File: src/rtl/nes_clk_enable_gen_pkg.sv
// Shared types and default timing constants for the NES clock-enable generator.
// Default divide ratios are for NTSC and PAL master clocks.
package nes_clk_pkg;

  typedef enum logic {
    MODE_NTSC = 1'b0,
    MODE_PAL  = 1'b1
  } nes_mode_t;

  localparam int DEF_NTSC_PPU_DIV = 8;
  localparam int DEF_NTSC_CPU_DIV = 24;
  localparam int DEF_PAL_PPU_DIV  = 10;
  localparam int DEF_PAL_CPU_DIV  = 32;
  localparam int DEF_PPU_PHASE    = 7;
  localparam int DEF_CPU_PHASE    = 7;
  localparam int DEF_NTSC_M2_HIGH = 15;
  localparam int DEF_PAL_M2_HIGH  = 20;
  localparam int DEF_PPU_RST_CYC  = 16;
  localparam int DEF_CPU_RST_CYC  = 72;

  function automatic int max_int(input int a, input int b);
    return (a > b) ? a : b;
  endfunction

endpackage

File: src/rtl/nes_clk_enable_gen_if.sv
// Control inputs and enable/reset outputs of the NES timing generator.
// The slave modport is the generator; the master modport is the core consuming the enables.
interface nes_clk_enable_gen_if;
  logic en;
  logic pal;
  logic ppu_ce;
  logic cpu_ce;
  logic m2;
  logic rst_ppu;
  logic rst_cpu;
  logic pal_active;

  modport master (
    output en, pal,
    input  ppu_ce, cpu_ce, m2, rst_ppu, rst_cpu, pal_active
  );

  modport slave (
    input  en, pal,
    output ppu_ce, cpu_ce, m2, rst_ppu, rst_cpu, pal_active
  );
endinterface

File: src/rtl/nes_ce_divider.sv
// Wrapping divide-by-i_div counter that emits a registered one-cycle enable
// when the count matches PHASE; o_fire is the pre-register version of that pulse.
module nes_ce_divider #(
  parameter int W     = 4,
  parameter int PHASE = 7
) (
  input  logic         clk,
  input  logic         rst_n,
  input  logic         i_en,
  input  logic         i_clear,
  input  logic [W-1:0] i_div,
  output logic         o_fire,
  output logic         o_ce
);

  logic [W-1:0] r_cnt;
  logic         r_ce;

  // A clear (mode change) suppresses a coincident phase match.
  assign o_fire = i_en & ~i_clear & (r_cnt == W'(PHASE));
  assign o_ce   = r_ce;

  // NOTE: state registers use non-blocking assignments so every flop samples pre-edge values.
  always_ff @(posedge clk or negedge rst_n) begin
    if (!rst_n) begin
      r_cnt <= '0;
      r_ce  <= 1'b0;
    end else if (i_clear) begin
      r_cnt <= '0;
      r_ce  <= 1'b0;
    end else begin
      r_ce <= o_fire;
      if (i_en) r_cnt <= (r_cnt >= i_div - W'(1)) ? '0 : r_cnt + W'(1);
    end
  end

endmodule

File: src/rtl/nes_clk_enable_gen.sv
// NES timing generator: PPU/CPU clock enables, M2 strobe and staged domain resets
// from one master clock, with run-time NTSC/PAL selection.
module nes_clk_enable_gen
  import nes_clk_pkg::*;
#(
  parameter int NTSC_PPU_DIV = DEF_NTSC_PPU_DIV,
  parameter int NTSC_CPU_DIV = DEF_NTSC_CPU_DIV,
  parameter int PAL_PPU_DIV  = DEF_PAL_PPU_DIV,
  parameter int PAL_CPU_DIV  = DEF_PAL_CPU_DIV,
  parameter int PPU_PHASE    = DEF_PPU_PHASE,
  parameter int CPU_PHASE    = DEF_CPU_PHASE,
  parameter int NTSC_M2_HIGH = DEF_NTSC_M2_HIGH,
  parameter int PAL_M2_HIGH  = DEF_PAL_M2_HIGH,
  parameter int PPU_RST_CYC  = DEF_PPU_RST_CYC,
  parameter int CPU_RST_CYC  = DEF_CPU_RST_CYC
) (
  input  logic                clk_master,
  input  logic                rst_master_n,
  nes_clk_enable_gen_if.slave bus
);

  localparam int PPU_W = $clog2(max_int(NTSC_PPU_DIV, PAL_PPU_DIV) + 1);
  localparam int CPU_W = $clog2(max_int(NTSC_CPU_DIV, PAL_CPU_DIV) + 1);
  localparam int M2_W  = $clog2(max_int(NTSC_M2_HIGH, PAL_M2_HIGH) + 1);
  localparam int SEQ_W = $clog2(CPU_RST_CYC + 1);

  nes_mode_t        r_mode;
  logic [SEQ_W-1:0] r_seq;
  logic [M2_W-1:0]  r_m2_cnt;
  logic             r_m2;
  logic             r_rst_ppu;
  logic             r_rst_cpu;

  logic             w_mode_chg;
  logic [PPU_W-1:0] w_ppu_div;
  logic [CPU_W-1:0] w_cpu_div;
  logic [M2_W-1:0]  w_m2_high;
  logic [SEQ_W-1:0] w_seq_nxt;
  logic             w_ppu_fire;
  logic             w_cpu_fire;

  assign w_mode_chg = (nes_mode_t'(bus.pal) != r_mode);
  assign w_ppu_div  = (r_mode == MODE_PAL) ? PPU_W'(PAL_PPU_DIV)  : PPU_W'(NTSC_PPU_DIV);
  assign w_cpu_div  = (r_mode == MODE_PAL) ? CPU_W'(PAL_CPU_DIV)  : CPU_W'(NTSC_CPU_DIV);
  assign w_m2_high  = (r_mode == MODE_PAL) ? M2_W'(PAL_M2_HIGH)   : M2_W'(NTSC_M2_HIGH);
  assign w_seq_nxt  = (r_seq == SEQ_W'(CPU_RST_CYC)) ? r_seq : r_seq + SEQ_W'(1);

  // PAL's 3.2 PPU:CPU ratio is non-integer, so the two domains divide independently.
  nes_ce_divider #(.W(PPU_W), .PHASE(PPU_PHASE)) u_ppu_div (
    .clk     (clk_master),
    .rst_n   (rst_master_n),
    .i_en    (bus.en),
    .i_clear (w_mode_chg),
    .i_div   (w_ppu_div),
    .o_fire  (w_ppu_fire),
    .o_ce    (bus.ppu_ce)
  );

  nes_ce_divider #(.W(CPU_W), .PHASE(CPU_PHASE)) u_cpu_div (
    .clk     (clk_master),
    .rst_n   (rst_master_n),
    .i_en    (bus.en),
    .i_clear (w_mode_chg),
    .i_div   (w_cpu_div),
    .o_fire  (w_cpu_fire),
    .o_ce    (bus.cpu_ce)
  );

  always_ff @(posedge clk_master or negedge rst_master_n) begin
    if (!rst_master_n) begin
      r_mode    <= MODE_NTSC;
      r_seq     <= '0;
      r_m2      <= 1'b0;
      r_m2_cnt  <= '0;
      r_rst_ppu <= 1'b1;
      r_rst_cpu <= 1'b1;
    end else if (w_mode_chg) begin
      r_mode    <= nes_mode_t'(bus.pal);
      r_seq     <= '0;
      r_m2      <= 1'b0;
      r_m2_cnt  <= '0;
      r_rst_ppu <= 1'b1;
      r_rst_cpu <= 1'b1;
    end else begin
      r_seq <= w_seq_nxt;
      // Releases land on the same edge that raises the domain enable.
      if (w_ppu_fire && (w_seq_nxt >= SEQ_W'(PPU_RST_CYC))) r_rst_ppu <= 1'b0;
      if (w_cpu_fire && (w_seq_nxt >= SEQ_W'(CPU_RST_CYC))) r_rst_cpu <= 1'b0;
      // r_m2_cnt counts the high cycles seen so far, including the rising one.
      if (w_cpu_fire) begin
        r_m2     <= 1'b1;
        r_m2_cnt <= M2_W'(1);
      end else if (r_m2 && bus.en) begin
        if (r_m2_cnt >= w_m2_high) r_m2 <= 1'b0;
        else                       r_m2_cnt <= r_m2_cnt + M2_W'(1);
      end
    end
  end

  assign bus.m2         = r_m2;
  assign bus.rst_ppu    = r_rst_ppu;
  assign bus.rst_cpu    = r_rst_cpu;
  assign bus.pal_active = (r_mode == MODE_PAL);

endmodule

File: src/flat_wrapper.sv
// flat-port wrapper written by rule: the top's interface ports become plain ports
module nes_clk_enable_gen_flat import nes_clk_pkg::*;
#(
  parameter int NTSC_PPU_DIV = DEF_NTSC_PPU_DIV,
  parameter int NTSC_CPU_DIV = DEF_NTSC_CPU_DIV,
  parameter int PAL_PPU_DIV  = DEF_PAL_PPU_DIV,
  parameter int PAL_CPU_DIV  = DEF_PAL_CPU_DIV,
  parameter int PPU_PHASE    = DEF_PPU_PHASE,
  parameter int CPU_PHASE    = DEF_CPU_PHASE,
  parameter int NTSC_M2_HIGH = DEF_NTSC_M2_HIGH,
  parameter int PAL_M2_HIGH  = DEF_PAL_M2_HIGH,
  parameter int PPU_RST_CYC  = DEF_PPU_RST_CYC,
  parameter int CPU_RST_CYC  = DEF_CPU_RST_CYC
)
  (clk_master, rst_master_n, bus_en, bus_pal, bus_ppu_ce, bus_cpu_ce, bus_m2, bus_rst_ppu, bus_rst_cpu, bus_pal_active);
  nes_clk_enable_gen_if bus_i ();
  input  logic clk_master;
  input  logic rst_master_n;
  input wire logic [$bits(bus_i.en)-1:0] bus_en;
  input wire logic [$bits(bus_i.pal)-1:0] bus_pal;
  output wire logic [$bits(bus_i.ppu_ce)-1:0] bus_ppu_ce;
  output wire logic [$bits(bus_i.cpu_ce)-1:0] bus_cpu_ce;
  output wire logic [$bits(bus_i.m2)-1:0] bus_m2;
  output wire logic [$bits(bus_i.rst_ppu)-1:0] bus_rst_ppu;
  output wire logic [$bits(bus_i.rst_cpu)-1:0] bus_rst_cpu;
  output wire logic [$bits(bus_i.pal_active)-1:0] bus_pal_active;
  assign bus_i.en = bus_en;
  assign bus_i.pal = bus_pal;
  assign bus_ppu_ce = bus_i.ppu_ce;
  assign bus_cpu_ce = bus_i.cpu_ce;
  assign bus_m2 = bus_i.m2;
  assign bus_rst_ppu = bus_i.rst_ppu;
  assign bus_rst_cpu = bus_i.rst_cpu;
  assign bus_pal_active = bus_i.pal_active;
  nes_clk_enable_gen #(.NTSC_PPU_DIV(NTSC_PPU_DIV), .NTSC_CPU_DIV(NTSC_CPU_DIV), .PAL_PPU_DIV(PAL_PPU_DIV), .PAL_CPU_DIV(PAL_CPU_DIV), .PPU_PHASE(PPU_PHASE), .CPU_PHASE(CPU_PHASE), .NTSC_M2_HIGH(NTSC_M2_HIGH), .PAL_M2_HIGH(PAL_M2_HIGH), .PPU_RST_CYC(PPU_RST_CYC), .CPU_RST_CYC(CPU_RST_CYC)) u_core (.clk_master(clk_master), .rst_master_n(rst_master_n), .bus(bus_i));
endmodule
File: config.mk
export PLATFORM = sky130hd
export DESIGN_NAME = nes_clk_enable_gen_flat
export DESIGN_NICKNAME = d
export VERILOG_FILES = /design/src/rtl/nes_clk_enable_gen_pkg.sv /design/src/rtl/nes_clk_enable_gen_if.sv /design/src/rtl/nes_ce_divider.sv /design/src/rtl/nes_clk_enable_gen.sv /design/src/flat_wrapper.sv
export SDC_FILE = /design/constraint.sdc
export NUM_CORES = 1
export LEC_CHECK = 0
export BUFFER_PORTS_ARGS = -buffer_cell sky130_fd_sc_hd__clkbuf_2
export CAP_MARGIN = 30
export CORE_ASPECT_RATIO = 1.75
export CORE_UTILIZATION = 40
export DETAILED_ROUTE_END_ITERATION = 12
export HOLD_SLACK_MARGIN = 0.06
export PLACE_DENSITY = 0.59
export SKIP_CTS_REPAIR_TIMING = 1
export SYNTH_ARGS = -nofsm -noshare
export SYNTH_HDL_FRONTEND = slang
export SYNTH_SLANG_ARGS = --single-unit
export TNS_END_PERCENT = 1
File: constraint.sdc
create_clock -name clk_master -period 2.4 [get_ports clk_master]
set_input_delay 0 -clock clk_master [delete_from_list [all_inputs] [get_ports clk_master]]
set_output_delay 0 -clock clk_master [all_outputs]
set_load 0.01 [all_outputs]
==> flow_summary_export.csv, run 1 <==
group,metric,value,unit
yosys,synth_cells,150,
yosys,ys.flop_type,"dfrtp_1",
die,dieArea,4220,um2
routing,ant_nets,0,
routing,drc,0,
power,total_power,0.905,mW
clock_tree,cts_tree,"yes",
setup_path,start_kind,"flip-flop",
sta,max_freq,474,MHz
die,core,3700,um2
die,rows,29,
die,die_h,85.2,um
yosys,synth_area_per_cell,10.5,um2
placed_design,gp_congestion,0.742,
routing,vias_per_cell,5.52,
yosys,syn_area,1580,um2
layout,nFillCells,362,
power,ir_drop,0.245,mV
yosys,synth_edf_count,0,
setup_path,worstSetupPathType,"flip-flop to flip-flop",
routing,dr.pass1.iters,4,
power,p_per_area,517,nW/um2
clock_tree,cts_buffers,3,
placed_design,hpwl,2320,um
setup_path,cp_max_fo,8,
grt,antenna_found_initial,0,
routing,drtIter0Drc,21,
routing,topRoutingLayerUsed,"met4",
setup_path,worstPathRequired,2.61,ns
setup_path,slowest_stage,"a2111oi_4",
grt,overflow,0,
run_status,status,"finished, final reports clean",
min_path,hp-class,"primary input to flip-flop",
setup_path,cp_cell_sequence,"inv_1 > ha_1 > a31o_1 > a2111oi_4 > and4_1 > a32o_2",
die,die-width,49.5,um
grt,grt_pass1_vias,1219,
setup_path,critical_path.top_delay_family,"compound AO/OA/AOI/OAI gates",
setup_path,crit_arrival,2.32,ns
yosys,yosysTopAreaCell,"dfrtp_1",
grt,grt_max_degree,29,
routing,wl_met3,51,um
clock_tree,cts.sinks,28,
placed_design,place.port_buffers,9,
clock_tree,root_buffer,"clkbuf_8",
routing,vias,1148,
setup_path,cpPeakStageDelay,0.50,ns
setup_path,critPathBufInv,1,
routing,wire_per_inst,14.6,um
layout,diodes,0,
flow_run,cap_viol_max_count,0,
clock_tree,clk_latency,0.27,ns
routing,met2_length,1710,um
sta,relSlewSlack,55.2,%
sta,fin_skew,0.00511,ns
layout,fin_nets,180,
sta,slew_violations,0,
routing,met1_length,1250,um
yosys,synth_seq_area_share,44.5,%
grt,grt_use_total,16.3,%
clock_tree,clock_path_buffers,2,
grt,grt_first_pass_wirelength,5370,um
yosys,yosysMostFrequentCell,"dfrtp_1",
yosys,ys_warn_count,0,
sta,finalCritPeriodShare,88.0,%
sta,hold_viol_final,0,
setup_path,worstSetupEndpointType,"flip-flop",
sta,worst_pin_slew,0.672,ns
sta,rsz0062_at_grt,"no",
clock_tree,htreeDepth,1,
routing,wirelength,3040,um
yosys,synthesis.nets,167,
power,p_leak,0.796,nW
yosys,synthArstFlopShare,100,%
sta,fin_setup_tns,0,ns
yosys,yosys-top-cells-area,"dfrtp_1 (41%), ha_1 (10%), xnor2_1 (4.4%)",
yosys,synth_top_cell_area_share,41.2,%
sta,fin_crit,2.11,ns
layout,final_layout_size_suffix_gt1_share,16.7,%
yosys,synthDistinctLibCells,40,
yosys,yosys-top-cells-count,"dfrtp_1 (26), ha_1 (13), nor2_1 (13)",
clock_tree,path_clk_slew,0.09,ns
yosys,synth-seq-cells,28,
sta,finalSetupViolations,0,
die,start_util,42.7,%
layout,synthToLayoutAreaGrowth,10.8,%
die,io_pins,10,
[cell usage in the layout (no fill, tap or decap), types with 2 or more instances in the layout]
cell type and instances:
a2111oi_4 2, a211oi_2 2, a21o_1 2, a21oi_1 8, a22o_1 4, and3_1 2
and4_1 2, clkbuf_2 9, clkbuf_8 4, dfrtp_1 25, dfstp_2 2, dlygate4sd3_1 2
ha_1 13, inv_1 6, mux2_2 3, nand2_1 11, nand2b_1 2, nand3_1 8
nand3b_1 2, nor2_1 13, nor2b_1 2, nor3_1 5, o21ai_0 3, xnor2_1 8
xor2_1 4
[per-layer routing]
metal / vias to the layer above / GRT usage (%)
li1: 564 / -
met1: 570 / 17.3
met2: 12 / 32.5
met3: 2 / 1.97
met4: 0 / 4.68
met5: - / 0
[report_power, final]
group / switching [mW] / internal [mW]
Clock: 0.137 / 0.147
Sequential: 0.0225 / 0.490
Combinational: 0.0618 / 0.0474
Total: 0.221 / 0.684
[sequential cells by signal, summed over array words and instances (netlist names)]
| register | count |
|---|---|
| u_core.u_ppu_div.r_cnt | 4 |
| u_core.bus.m2 | 1 |
| u_core.bus.pal_active | 1 |
| u_core.bus.rst_ppu | 1 |
| u_core.r_seq | 7 |
| u_core.r_m2_cnt | 5 |
| u_core.bus.rst_cpu | 1 |
| u_core.u_cpu_div.o_ce | 1 |
| u_core.u_ppu_div.o_ce | 1 |
| u_core.u_cpu_div.r_cnt | 6 |
[final timing paths]
path                                        from                         to  slack (ns)  depth (start not counted)
min in group asynchronous           rst_master_n            u_core.r_seq[2]        0.28                          2
max                        u_core.bus.pal_active  u_core.u_cpu_div.r_cnt[5]        0.29                          6
min reg2reg                   u_core.bus.rst_cpu         u_core.bus.rst_cpu        0.51                          2
max reg2reg                u_core.bus.pal_active  u_core.u_cpu_div.r_cnt[5]        0.29                          6
min                                       bus_en              u_core.bus.m2        0.08                          3
max in group asynchronous           rst_master_n      u_core.bus.pal_active        1.64                          2
[worst reg2reg max path, cell delays in order (launching register included)]
cell and delay (ns):
dfrtp_2 0.46, inv_1 0.12, ha_1 0.30, a31o_1 0.23, a2111oi_4 0.50, and4_1 0.27
a32o_2 0.16
[logic make-up after synthesis]
group,after synthesis,share of synthesized area [%]
buf+inv,10,2.37
mux,4,2.77
fa+ha+maj,13,10.3
compound gates,29,16.0
simple gates,54,17.4
flops,28,44.5
xor+xnor,12,6.65
[cell type report]
cell class	instances	area, um2	area share [%]
clock buffers	4	55.1	3.14
inverters	6	22.5	1.29
multi-input cells	112	840	47.9
flip-flops and latches	28	704	40.2
well taps	46	57.6	3.29
repair buffers	12	72.6	4.14
[metrics by stage]
step                area [um2]  setup slack (ns)  cells  utilization (%)  hold slack [ns]
floorplan                 1580             0.310    150                -           -0.296
global placement          1680             0.257    202             45.3           0.0721
detailed placement        1680             0.199    202             45.3           0.0828
CTS                       1730             0.174    206             46.8           -0.216
global route              1750             0.112    208             47.3           0.0940
finish                    1750             0.289    208             47.3           0.0767
Power figures use the tool's default switching activity.
==> inputs of run 2 (changes only) <==
--- a/config.mk
+++ b/config.mk
@@ -5,13 +5,13 @@
 export SDC_FILE = /design/constraint.sdc
 export NUM_CORES = 1
 export LEC_CHECK = 0
-export BUFFER_PORTS_ARGS = -buffer_cell sky130_fd_sc_hd__clkbuf_2
+export BUFFER_PORTS_ARGS = -buffer_cell sky130_fd_sc_hd__buf_2
 export CAP_MARGIN = 30
 export CORE_ASPECT_RATIO = 1.75
-export CORE_UTILIZATION = 40
+export CORE_UTILIZATION = 59
 export DETAILED_ROUTE_END_ITERATION = 12
 export HOLD_SLACK_MARGIN = 0.06
-export PLACE_DENSITY = 0.59
+export PLACE_DENSITY = 0.81
 export SKIP_CTS_REPAIR_TIMING = 1
 export SYNTH_ARGS = -nofsm -noshare
 export SYNTH_HDL_FRONTEND = slang
==> flow_summary_export.csv, run 2 (synthesis results as in run 1) <==
group,metric,value,unit
run_status,status,"finished, final reports clean",
routing,vias,1172,
sta,rsz0062_at_grt,"yes",
layout,top_regs,"u_core.r_seq x7, u_core.u_cpu_div.r_cnt x6, u_core.r_m2_cnt x5",
placed_design,placedCellCount,182,
placed_design,hpwl,2450,um
flow_run,cap_viol_max_count,0,
layout,final_layout_size_suffix_gt1_share,15.5,%
grt,grt_use_total,27.6,%
layout,regMostFlops,"u_core.r_seq",
routing,dr.pass1.iters,4,
power,p_leak,0.789,nW
placed_design,place.port_buffers,9,
layout,final_cell_mix,"dfrtp_1 (26), nor2_1 (13), ha_1 (13)",
setup_path,cp_max_fo,8,
routing,wire_per_inst,17.0,um
power,p_per_area,513,nW/um2
routing,wirelength,3180,um
clock_tree,cts_buffers,3,
grt,antenna_found_initial,0,
layout,largest_reg_flops,7,
sta,max_freq,451,MHz
clock_tree,cts_tree,"yes",
grt,grt_pass1_vias,1245,
routing,topRoutingLayerUsed,"met4",
die,rows,24,
sta,fin_crit,2.22,ns
clock_tree,clock_path_buffers,2,
die,core,2520,um2
setup_path,worstPathRequired,2.62,ns
sta,hold_viol_final,0,
clock_tree,cts.sinks,28,
clock_tree,root_buffer,"clkbuf_8",
layout,synthToLayoutAreaGrowth,8.31,%
die,start_util,62.6,%
sta,fin_ws,0.181,ns
power,ir_drop,0.340,mV
layout,diodes,0,
setup_path,worstSetupEndpointType,"flip-flop",
setup_path,crit_arrival,2.44,ns
placed_design,gp_congestion,0.816,
routing,vias_per_cell,6.27,
routing,drtIter0Drc,26,
die,dieArea,2900,um2
grt,overflow,0,
sta,fin_skew,0.00452,ns
routing,drc,0,
clock_tree,htreeDepth,1,
placed_design,dpl_worst_slack,0.188,ns
routing,met2_length,1810,um
clock_tree,clk_latency,0.27,ns
grt,grt_first_pass_wirelength,5510,um
die,io_pins,10,
routing,ant_nets,0,
min_path,hp-class,"primary input to flip-flop",
sta,finalCritPeriodShare,92.5,%
routing,wl_met3,77,um
layout,fin_nets,180,
sta,worst_pin_slew,0.625,ns
die,die_h,70.5,um
clock_tree,path_clk_slew,0.09,ns
routing,met1_length,1210,um
sta,holdWs,0.0804,ns
die,die-width,41.1,um
layout,stdcell_count,187,
sta,relSlewSlack,58.2,%
setup_path,worstSetupPathType,"flip-flop to flip-flop",
grt,grt_max_degree,29,
sta,finalSetupViolations,0,
sta,slew_violations,0,
layout,final_common_cell,"dfrtp_1",
setup_path,start_kind,"flip-flop",
[run 2: cell types whose count changed in the layout (fill, tap and decap cells not counted)]
cell and delta:
buf_2 +9, clkbuf_2 -9, clkbuf_8 -1, dfrtp_1 +1
dfrtp_2 -1
[run 2: per-layer routing]
layer | vias up | GRT usage [%]
li1 | 564 | -
met5 | - | 0
met3 | 11 | 6.35
met2 | 29 | 44.3
met1 | 568 | 29.6
met4 | 0 | 17.9
[run 2: power by group]
part	switching, mW	internal [mW]	total [mW]
Clock	0.139	0.113	0.252
Sequential	0.0242	0.490	0.514
Combinational	0.0644	0.0484	0.113
Total	0.227	0.651	0.878
[run 2: stage by stage]
stage	total power, mW	util, %	TNS [ns]	instance area, um2
2_1_floorplan	0.590	-	0	1580
3_3_place_gp	0.622	65.4	0	1650
3_5_place_dp	0.634	65.4	0	1650
4_1_cts	0.884	67.1	0	1690
5_1_grt	0.922	67.9	-0.0751	1710
6_report	0.878	67.9	0	1710
[run 2: final cells by class]
cell class / instances / area (um2)
multi-input combinational: 112 / 840
fill: 204 / 811
sequential: 28 / 703
timing repair buffer: 12 / 72.6
clock buffer: 3 / 41.3
tap: 26 / 32.5
inverter: 6 / 22.5
[run 2: worst max-delay path, stage by stage (launching register included)]
cell and delay (ns):
dfrtp_1 0.51, inv_1 0.16, ha_1 0.32, a31o_1 0.24
a2111oi_4 0.49, and4_1 0.28, a32o_2 0.17
[run 2: path summary, 6_finish.rpt]
path / start / cells after the start / endpoint / slack (ns)
setup / recovery: u_core.bus.pal_active / 6 / u_core.u_cpu_div.r_cnt[5] / 0.18
hold / removal: bus_en / 3 / u_core.bus.m2 / 0.08
setup reg to reg: u_core.bus.pal_active / 6 / u_core.u_cpu_div.r_cnt[5] / 0.18
hold reg to reg: u_core.bus.rst_ppu / 1 / u_core.bus.rst_ppu / 0.51
max in group asynchronous: rst_master_n / 2 / u_core.r_m2_cnt[3] / 1.74
min in group asynchronous: rst_master_n / 2 / u_core.r_m2_cnt[1] / 0.25
